==> src/rtl/isa_xcvr_cycle_ctrl_pkg.sv <==
// Shared encodings for the ISA/CAMAC transceiver sequencer and the IC82x6 benches.
package isa_xcvr_cycle_ctrl_pkg;

  typedef enum logic [2:0] {
    ST_IDLE  = 3'd0,
    ST_SETUP = 3'd1,
    ST_REQ   = 3'd2,
    ST_HOLD  = 3'd3,
    ST_TURN  = 3'd4
  } state_t;

  localparam logic DCE_READ  = 1'b0;
  localparam logic DCE_WRITE = 1'b1;
  localparam logic CS_OFF    = 1'b1;

endpackage

==> src/rtl/isa_xcvr_cycle_ctrl_if.sv <==
// ISA strobes, local-side handshake and IC82x6 control lines of one transceiver pair.
interface isa_xcvr_cycle_ctrl_if;

  logic ior_n;
  logic iow_n;
  logic aen;
  logic addr_hit;
  logic loc_ack;
  logic loc_req;
  logic loc_wr;
  logic xcvr_cs_n;
  logic xcvr_dce;
  logic iochrdy;
  logic busy;
  logic timeout_err;

  modport master (
    input  ior_n, iow_n, aen, addr_hit, loc_ack,
    output loc_req, loc_wr, xcvr_cs_n, xcvr_dce, iochrdy, busy, timeout_err
  );

  modport slave (
    output ior_n, iow_n, aen, addr_hit, loc_ack,
    input  loc_req, loc_wr, xcvr_cs_n, xcvr_dce, iochrdy, busy, timeout_err
  );

endinterface

==> src/rtl/isa_xcvr_cycle_ctrl_sync_2ff.sv <==
// Generic 1-bit two-flop synchroniser; resets to 1 so idle-high strobes read inactive.
module sync_2ff (
  input  logic clk,
  input  logic rst_n,
  input  logic d,
  output logic q
);

  logic meta;

  always_ff @(posedge clk or negedge rst_n) begin
    if (!rst_n) begin
      meta <= 1'b1;
      q    <= 1'b1;
    end else begin
      meta <= d;
      q    <= meta;
    end
  end

endmodule

==> src/rtl/isa_xcvr_cycle_ctrl.sv <==
// Sequences IC82x6 direction/enable around an addressed ISA I/O cycle and the local req/ack handshake.
module isa_xcvr_cycle_ctrl
  import isa_xcvr_cycle_ctrl_pkg::*;
#(
  parameter int SETUP_CYCLES = 1,
  parameter int TURN_CYCLES  = 1,
  parameter int ACK_TIMEOUT  = 64,
  parameter int CNT_W        = 8
) (
  input  logic                  clk,
  input  logic                  rst_n,
  isa_xcvr_cycle_ctrl_if.master bus
);

  localparam logic [CNT_W-1:0] SETUP_LAST   = CNT_W'(SETUP_CYCLES - 1);
  localparam logic [CNT_W-1:0] TURN_LAST    = CNT_W'(TURN_CYCLES - 1);
  localparam logic [CNT_W-1:0] TIMEOUT_LAST = CNT_W'(ACK_TIMEOUT - 1);

  logic ior_sync_n;
  logic iow_sync_n;
  logic rd_s;
  logic wr_s;
  logic start;
  logic strobe_on;

  state_t           state;
  logic [CNT_W-1:0] cnt;
  logic             loc_req_q;
  logic             loc_wr_q;
  logic             cs_n_q;
  logic             dce_q;
  logic             iochrdy_q;
  logic             busy_q;
  logic             timeout_err_q;

  function automatic logic [CNT_W-1:0] sat_inc(input logic [CNT_W-1:0] v);
    return (&v) ? v : v + 1'b1;
  endfunction

  sync_2ff u_sync_ior (.clk(clk), .rst_n(rst_n), .d(bus.ior_n), .q(ior_sync_n));
  sync_2ff u_sync_iow (.clk(clk), .rst_n(rst_n), .d(bus.iow_n), .q(iow_sync_n));

  assign rd_s = ~ior_sync_n;
  assign wr_s = ~iow_sync_n;

  // Both strobes low at once is a malformed cycle and never starts a transfer.
  assign start     = (rd_s ^ wr_s) && !bus.aen && bus.addr_hit && !bus.loc_ack;
  assign strobe_on = loc_wr_q ? wr_s : rd_s;

  always_ff @(posedge clk or negedge rst_n) begin
    if (!rst_n) begin
      state         <= ST_IDLE;
      cnt           <= '0;
      loc_req_q     <= 1'b0;
      loc_wr_q      <= 1'b0;
      cs_n_q        <= CS_OFF;
      dce_q         <= DCE_READ;
      iochrdy_q     <= 1'b1;
      busy_q        <= 1'b0;
      timeout_err_q <= 1'b0;
    end else begin
      timeout_err_q <= 1'b0;
      case (state)
        ST_IDLE: begin
          if (start) begin
            state     <= ST_SETUP;
            cnt       <= '0;
            loc_wr_q  <= wr_s;
            dce_q     <= wr_s;
            iochrdy_q <= 1'b0;
            busy_q    <= 1'b1;
          end
        end
        ST_SETUP: begin
          if (cnt >= SETUP_LAST) begin
            state     <= ST_REQ;
            cnt       <= '0;
            cs_n_q    <= 1'b0;
            loc_req_q <= 1'b1;
          end else begin
            cnt <= sat_inc(cnt);
          end
        end
        // Abort beats ack, ack beats timeout when they land in the same cycle.
        ST_REQ: begin
          if (!strobe_on) begin
            state     <= ST_TURN;
            cnt       <= '0;
            loc_req_q <= 1'b0;
            cs_n_q    <= CS_OFF;
            iochrdy_q <= 1'b1;
          end else if (bus.loc_ack) begin
            state     <= ST_HOLD;
            cnt       <= '0;
            loc_req_q <= 1'b0;
            iochrdy_q <= 1'b1;
          end else if (cnt >= TIMEOUT_LAST) begin
            state         <= ST_HOLD;
            cnt           <= '0;
            loc_req_q     <= 1'b0;
            iochrdy_q     <= 1'b1;
            timeout_err_q <= 1'b1;
          end else begin
            cnt <= sat_inc(cnt);
          end
        end
        ST_HOLD: begin
          if (!strobe_on) begin
            state  <= ST_TURN;
            cnt    <= '0;
            cs_n_q <= CS_OFF;
          end
        end
        // dce only falls once cs_n has been off for TURN_CYCLES; a late ack just parks here.
        ST_TURN: begin
          if (cnt >= TURN_LAST) begin
            dce_q <= DCE_READ;
            if (!bus.loc_ack) begin
              state  <= ST_IDLE;
              cnt    <= '0;
              busy_q <= 1'b0;
            end
          end else begin
            cnt <= sat_inc(cnt);
          end
        end
        default: begin
          state <= ST_IDLE;
          cnt   <= '0;
        end
      endcase
    end
  end

  assign bus.loc_req     = loc_req_q;
  assign bus.loc_wr      = loc_wr_q;
  assign bus.xcvr_cs_n   = cs_n_q;
  assign bus.xcvr_dce    = dce_q;
  assign bus.iochrdy     = iochrdy_q;
  assign bus.busy        = busy_q;
  assign bus.timeout_err = timeout_err_q;

endmodule

==> src/flat_wrapper.sv <==
// flat-port wrapper written by rule: the top's interface ports become plain ports
module isa_xcvr_cycle_ctrl_flat import isa_xcvr_cycle_ctrl_pkg::*;
#(
  parameter int SETUP_CYCLES = 1,
  parameter int TURN_CYCLES  = 1,
  parameter int ACK_TIMEOUT  = 64,
  parameter int CNT_W        = 8
)
  (clk, rst_n, bus_ior_n, bus_iow_n, bus_aen, bus_addr_hit, bus_loc_ack, bus_loc_req, bus_loc_wr, bus_xcvr_cs_n, bus_xcvr_dce, bus_iochrdy, bus_busy, bus_timeout_err);
  isa_xcvr_cycle_ctrl_if bus_i ();
  input  logic clk;
  input  logic rst_n;
  input wire logic [$bits(bus_i.ior_n)-1:0] bus_ior_n;
  input wire logic [$bits(bus_i.iow_n)-1:0] bus_iow_n;
  input wire logic [$bits(bus_i.aen)-1:0] bus_aen;
  input wire logic [$bits(bus_i.addr_hit)-1:0] bus_addr_hit;
  input wire logic [$bits(bus_i.loc_ack)-1:0] bus_loc_ack;
  output wire logic [$bits(bus_i.loc_req)-1:0] bus_loc_req;
  output wire logic [$bits(bus_i.loc_wr)-1:0] bus_loc_wr;
  output wire logic [$bits(bus_i.xcvr_cs_n)-1:0] bus_xcvr_cs_n;
  output wire logic [$bits(bus_i.xcvr_dce)-1:0] bus_xcvr_dce;
  output wire logic [$bits(bus_i.iochrdy)-1:0] bus_iochrdy;
  output wire logic [$bits(bus_i.busy)-1:0] bus_busy;
  output wire logic [$bits(bus_i.timeout_err)-1:0] bus_timeout_err;
  assign bus_i.ior_n = bus_ior_n;
  assign bus_i.iow_n = bus_iow_n;
  assign bus_i.aen = bus_aen;
  assign bus_i.addr_hit = bus_addr_hit;
  assign bus_i.loc_ack = bus_loc_ack;
  assign bus_loc_req = bus_i.loc_req;
  assign bus_loc_wr = bus_i.loc_wr;
  assign bus_xcvr_cs_n = bus_i.xcvr_cs_n;
  assign bus_xcvr_dce = bus_i.xcvr_dce;
  assign bus_iochrdy = bus_i.iochrdy;
  assign bus_busy = bus_i.busy;
  assign bus_timeout_err = bus_i.timeout_err;
  isa_xcvr_cycle_ctrl #(.SETUP_CYCLES(SETUP_CYCLES), .TURN_CYCLES(TURN_CYCLES), .ACK_TIMEOUT(ACK_TIMEOUT), .CNT_W(CNT_W)) u_core (.clk(clk), .rst_n(rst_n), .bus(bus_i));
endmodule
==> config.mk <==
export PLATFORM = sky130hd
export DESIGN_NAME = isa_xcvr_cycle_ctrl_flat
export DESIGN_NICKNAME = d
export VERILOG_FILES = /design/src/rtl/isa_xcvr_cycle_ctrl_pkg.sv /design/src/rtl/isa_xcvr_cycle_ctrl_if.sv /design/src/rtl/isa_xcvr_cycle_ctrl_sync_2ff.sv /design/src/rtl/isa_xcvr_cycle_ctrl.sv /design/src/flat_wrapper.sv
export SDC_FILE = /design/constraint.sdc
export NUM_CORES = 1
export LEC_CHECK = 0
export ABC_CLOCK_PERIOD_IN_PS = 1800
export CAP_MARGIN = 0
export CORE_ASPECT_RATIO = 0.8
export CORE_MARGIN = 3
export CORE_UTILIZATION = 45
export CTS_BUF_LIST = sky130_fd_sc_hd__clkbuf_4 sky130_fd_sc_hd__clkbuf_8
export DETAILED_ROUTE_END_ITERATION = 7
export HOLD_SLACK_MARGIN = 0.15
export PLACE_DENSITY = 0.65
export REMOVE_ABC_BUFFERS = 1
export SETUP_SLACK_MARGIN = 0.5
export SLEW_MARGIN = 20
export SYNTH_ARGS = -nofsm -noshare
export SYNTH_HDL_FRONTEND = slang
export SYNTH_HIERARCHICAL = 1
export SYNTH_SLANG_ARGS = --single-unit
==> constraint.sdc <==
create_clock -name clk -period 1.8 [get_ports clk]
set_input_delay 0.36 -clock clk [delete_from_list [all_inputs] [get_ports clk]]
set_output_delay 0.36 -clock clk [all_outputs]
set_load 0.02 [all_outputs]
==> results.yml <==
run_status:
  status: "finished clean"
timing:
  holdWs_ps: 364
  finalCritPeriodShare: 0.911
  slew_violations: 0
  worstMarginPinSlew_ps: 433
  skew_ps: 1.63
  tns_ps: 0
  max_freq_mhz: 610
  rsz0062_at_grt: "yes"
  finalHoldViolCount: 0
  setup_viol: 0
  min_period_ps: 1640
  relSlewSlack: 0.711
synthesis:
  syn_inst: 90
  synth_area_leaders: "dfrtp_1, dfstp_2, o21ai_0"
  ys_seq_area_frac: 0.533
  synth_top_area_frac: 0.383
  synth.distinct_cells: 38
  ys_ff_latch: 22
  synthesis.area_mm2: 0.00105
  yosys.area.top_type: "dfrtp_1"
  avgSynthCellArea_um2: 11.6
  yosysWarnings: 6
grt:
  met3_usage: 0.0582
  grt.busiest_layer: "met2"
  gr-usage-met1: 0.244
  gr-usage-met2: 0.254
  grt_overflow_total: 0
  first_global_vias: 824
  grt_max_degree: 23
  grt_usage: 0.176
  antenna_found_initial: 0
  grt_pass1_wl_um: 3900
setup_path:
  path_class: "flop to flop"
  cp_cell_sequence: "buf_4, mux2i_4, a32o_2, a221o_1"
  required_ps: 2000
  cp_max_fo: 8
  cp-end-kind: "flop"
  start_kind: "flop"
  cp_slowest_cell: "dfstp_2"
  arrival_ps: 1840
  crit_path_max_incr_delay_ps: 600
  r2r_cells: 4
route:
  drt_iter0_drc: 39
  post_drt_wl_per_cell_um: 16.4
  wirelength_um: 2400
  num_vias: 861
  ant_nets: 0
  viasPerCell: 5.86
  drt-pass1-iter-count: 4
  drc: 0
floorplanning:
  die_area_mm2: 0.00294
  coreArea_mm2: 0.00203
  num_rows: 14
  die-width_um: 59.9
  initial_utilization: 0.515
  ios: 14
  die_h_um: 49.1
pwr:
  power_density_mw_per_mm2: 1360
  ir_worst_vdd_v: 0.00108
  totalPowerFinal_mw: 1.93
  p_leak_nw: 0.621
cells_and_area:
  final_common_cell: "buf_4"
  design_area_mm2: 0.00142
  final_core_util: 0.698
  area_delta_synth_final_pct: 35.6
  mostFrequentLayoutCells: "buf_4, dfrtp_1, clkdlybuf4s50_1, dfstp_2"
  diodes: 0
  drive_above_1_share: 0.447
  finalNetCount: 133
placement:
  postPlaceCellArea_mm2: 0.00122
  place.gp.congestion: 0.744
  dp_hpwl_um: 1410
  portBuffers: 13
flow_run:
  maxCapViolCount: 0
clock_network:
  cts.sinks: 22
  cts_tree: "done"
  hold_buffers: 0
  ctsLongestPathBuffers: 2
  insertion_delay_ps: 310
  cts_buffers: 3
  cts-htree-levels: 1
  clk_pin_slew_ps: 120
  clockRootBuffer: "clkbuf_4"
worst_hold_path:
  hp-class: "flop to flop"
  hold_path_depth: 0
-- cells by family (layout without fill, tap and decap cells) --
family / count (synthesis) / in the layout / share of synthesized area
flops: 22 / 22 / 0.533
xor+xnor: 1 / 1 / 0.00837
simple gates: 31 / 32 / 0.181
mux: 2 / 2 / 0.0239
buf+inv: 5 / 37 / 0.0287
fa+ha+maj: 2 / 2 / 0.0239
compound gates: 27 / 27 / 0.201
-- worst max-delay path: cells and delay by family (launching register included) --
family / cells / cell delay, ps
compound gates: 2 / 700
buf+inv: 1 / 130
flops: 1 / 600
mux: 1 / 100
-- per-stage QoR --
stage                     worst slack [ps]  cells
after floorplan                        231     87
after global placement               -23.7    129
after detailed placement             -53.5    129
after CTS                              152    142
after global routing                   106    147
final                                  161    147
-- worst paths after layout --
kind / start / to / slack [ps]
min in group asynchronous: rst_n / u_core/bus.xcvr_dce / 380
min: u_core/u_sync_iow/meta / u_core/u_sync_iow/q / 360
min reg2reg: u_core/u_sync_iow/meta / u_core/u_sync_iow/q / 360
max in group asynchronous: rst_n / u_core/u_sync_iow/meta / 1140
max: u_core/u_sync_iow/q / u_core/cnt[4] / 160
max reg2reg: u_core/u_sync_iow/q / u_core/cnt[4] / 160
-- flip-flops by register name, summed over array words and instances (netlist names) --
| name | cells |
|---|---|
| u_core/cnt | 8 |
| u_core/bus.busy | 1 |
| u_core/bus.loc_req | 1 |
| u_core/u_sync_iow/q | 1 |
| u_core/bus.timeout_err | 1 |
| u_core/bus.xcvr_cs_n | 1 |
| u_core/bus.loc_wr | 1 |
| u_core/bus.iochrdy | 1 |
| u_core/u_sync_ior/meta | 1 |
| u_core/bus.xcvr_dce | 1 |
| u_core/state | 3 |
| u_core/u_sync_ior/q | 1 |
| u_core/u_sync_iow/meta | 1 |
-- area by class of cell --
cell class	count	area [um^2]
fill	149	613
sequential	22	559
multi-input combinational	64	529
timing repair buffer	31	256
clock buffer	4	36.3
tap	24	30.0
inverter	2	7.51
-- report_power, final --
part           total (mW)  switching, mW  internal [mW]
combinational       0.868          0.422          0.446
clock               0.272          0.149          0.124
sequential          0.786          0.159          0.627
-- cells in the mapped netlist, drive strengths merged --
cell	n
xor2	1
mux2i	1
dfstp	6
nand4	2
and2b	2
a21oi	1
nand3	4
nand2b	2
o32ai	1
o41ai	1
a221o	3
nor2	7
nor4b	1
a21boi	1
nor2b	2
a211oi	2
nor4	2
nand2	5
or3	1
dfrtp	16
inv	2
ha	2
clkbuf	2
o31a	1
buf	1
o21ai	8
o31ai	3
and2	3
a21o	2
a2bb2oi	1
mux2	1
a22o	2
a32o	1
-- metal layers --
| layer | routed length (um) | part of all wire | vias up |
|---|---|---|---|
| li1 | - | - | 406 |
| met1 | 1040 | 0.43 | 417 |
| met2 | 1110 | 0.46 | 32 |
| met3 | 216 | 0.090 | 6 |
| met4 | 38 | 0.016 | 0 |
| met5 | 0 | 0 | - |
-- what timing repair did --
action                     CTS  global route
pin swaps                   12             9
gates cloned                 1             0
setup endpoints to repair   22            20
buffers inserted             8             5
gates resized for setup     34            18
Power figures use the tool's default switching activity.
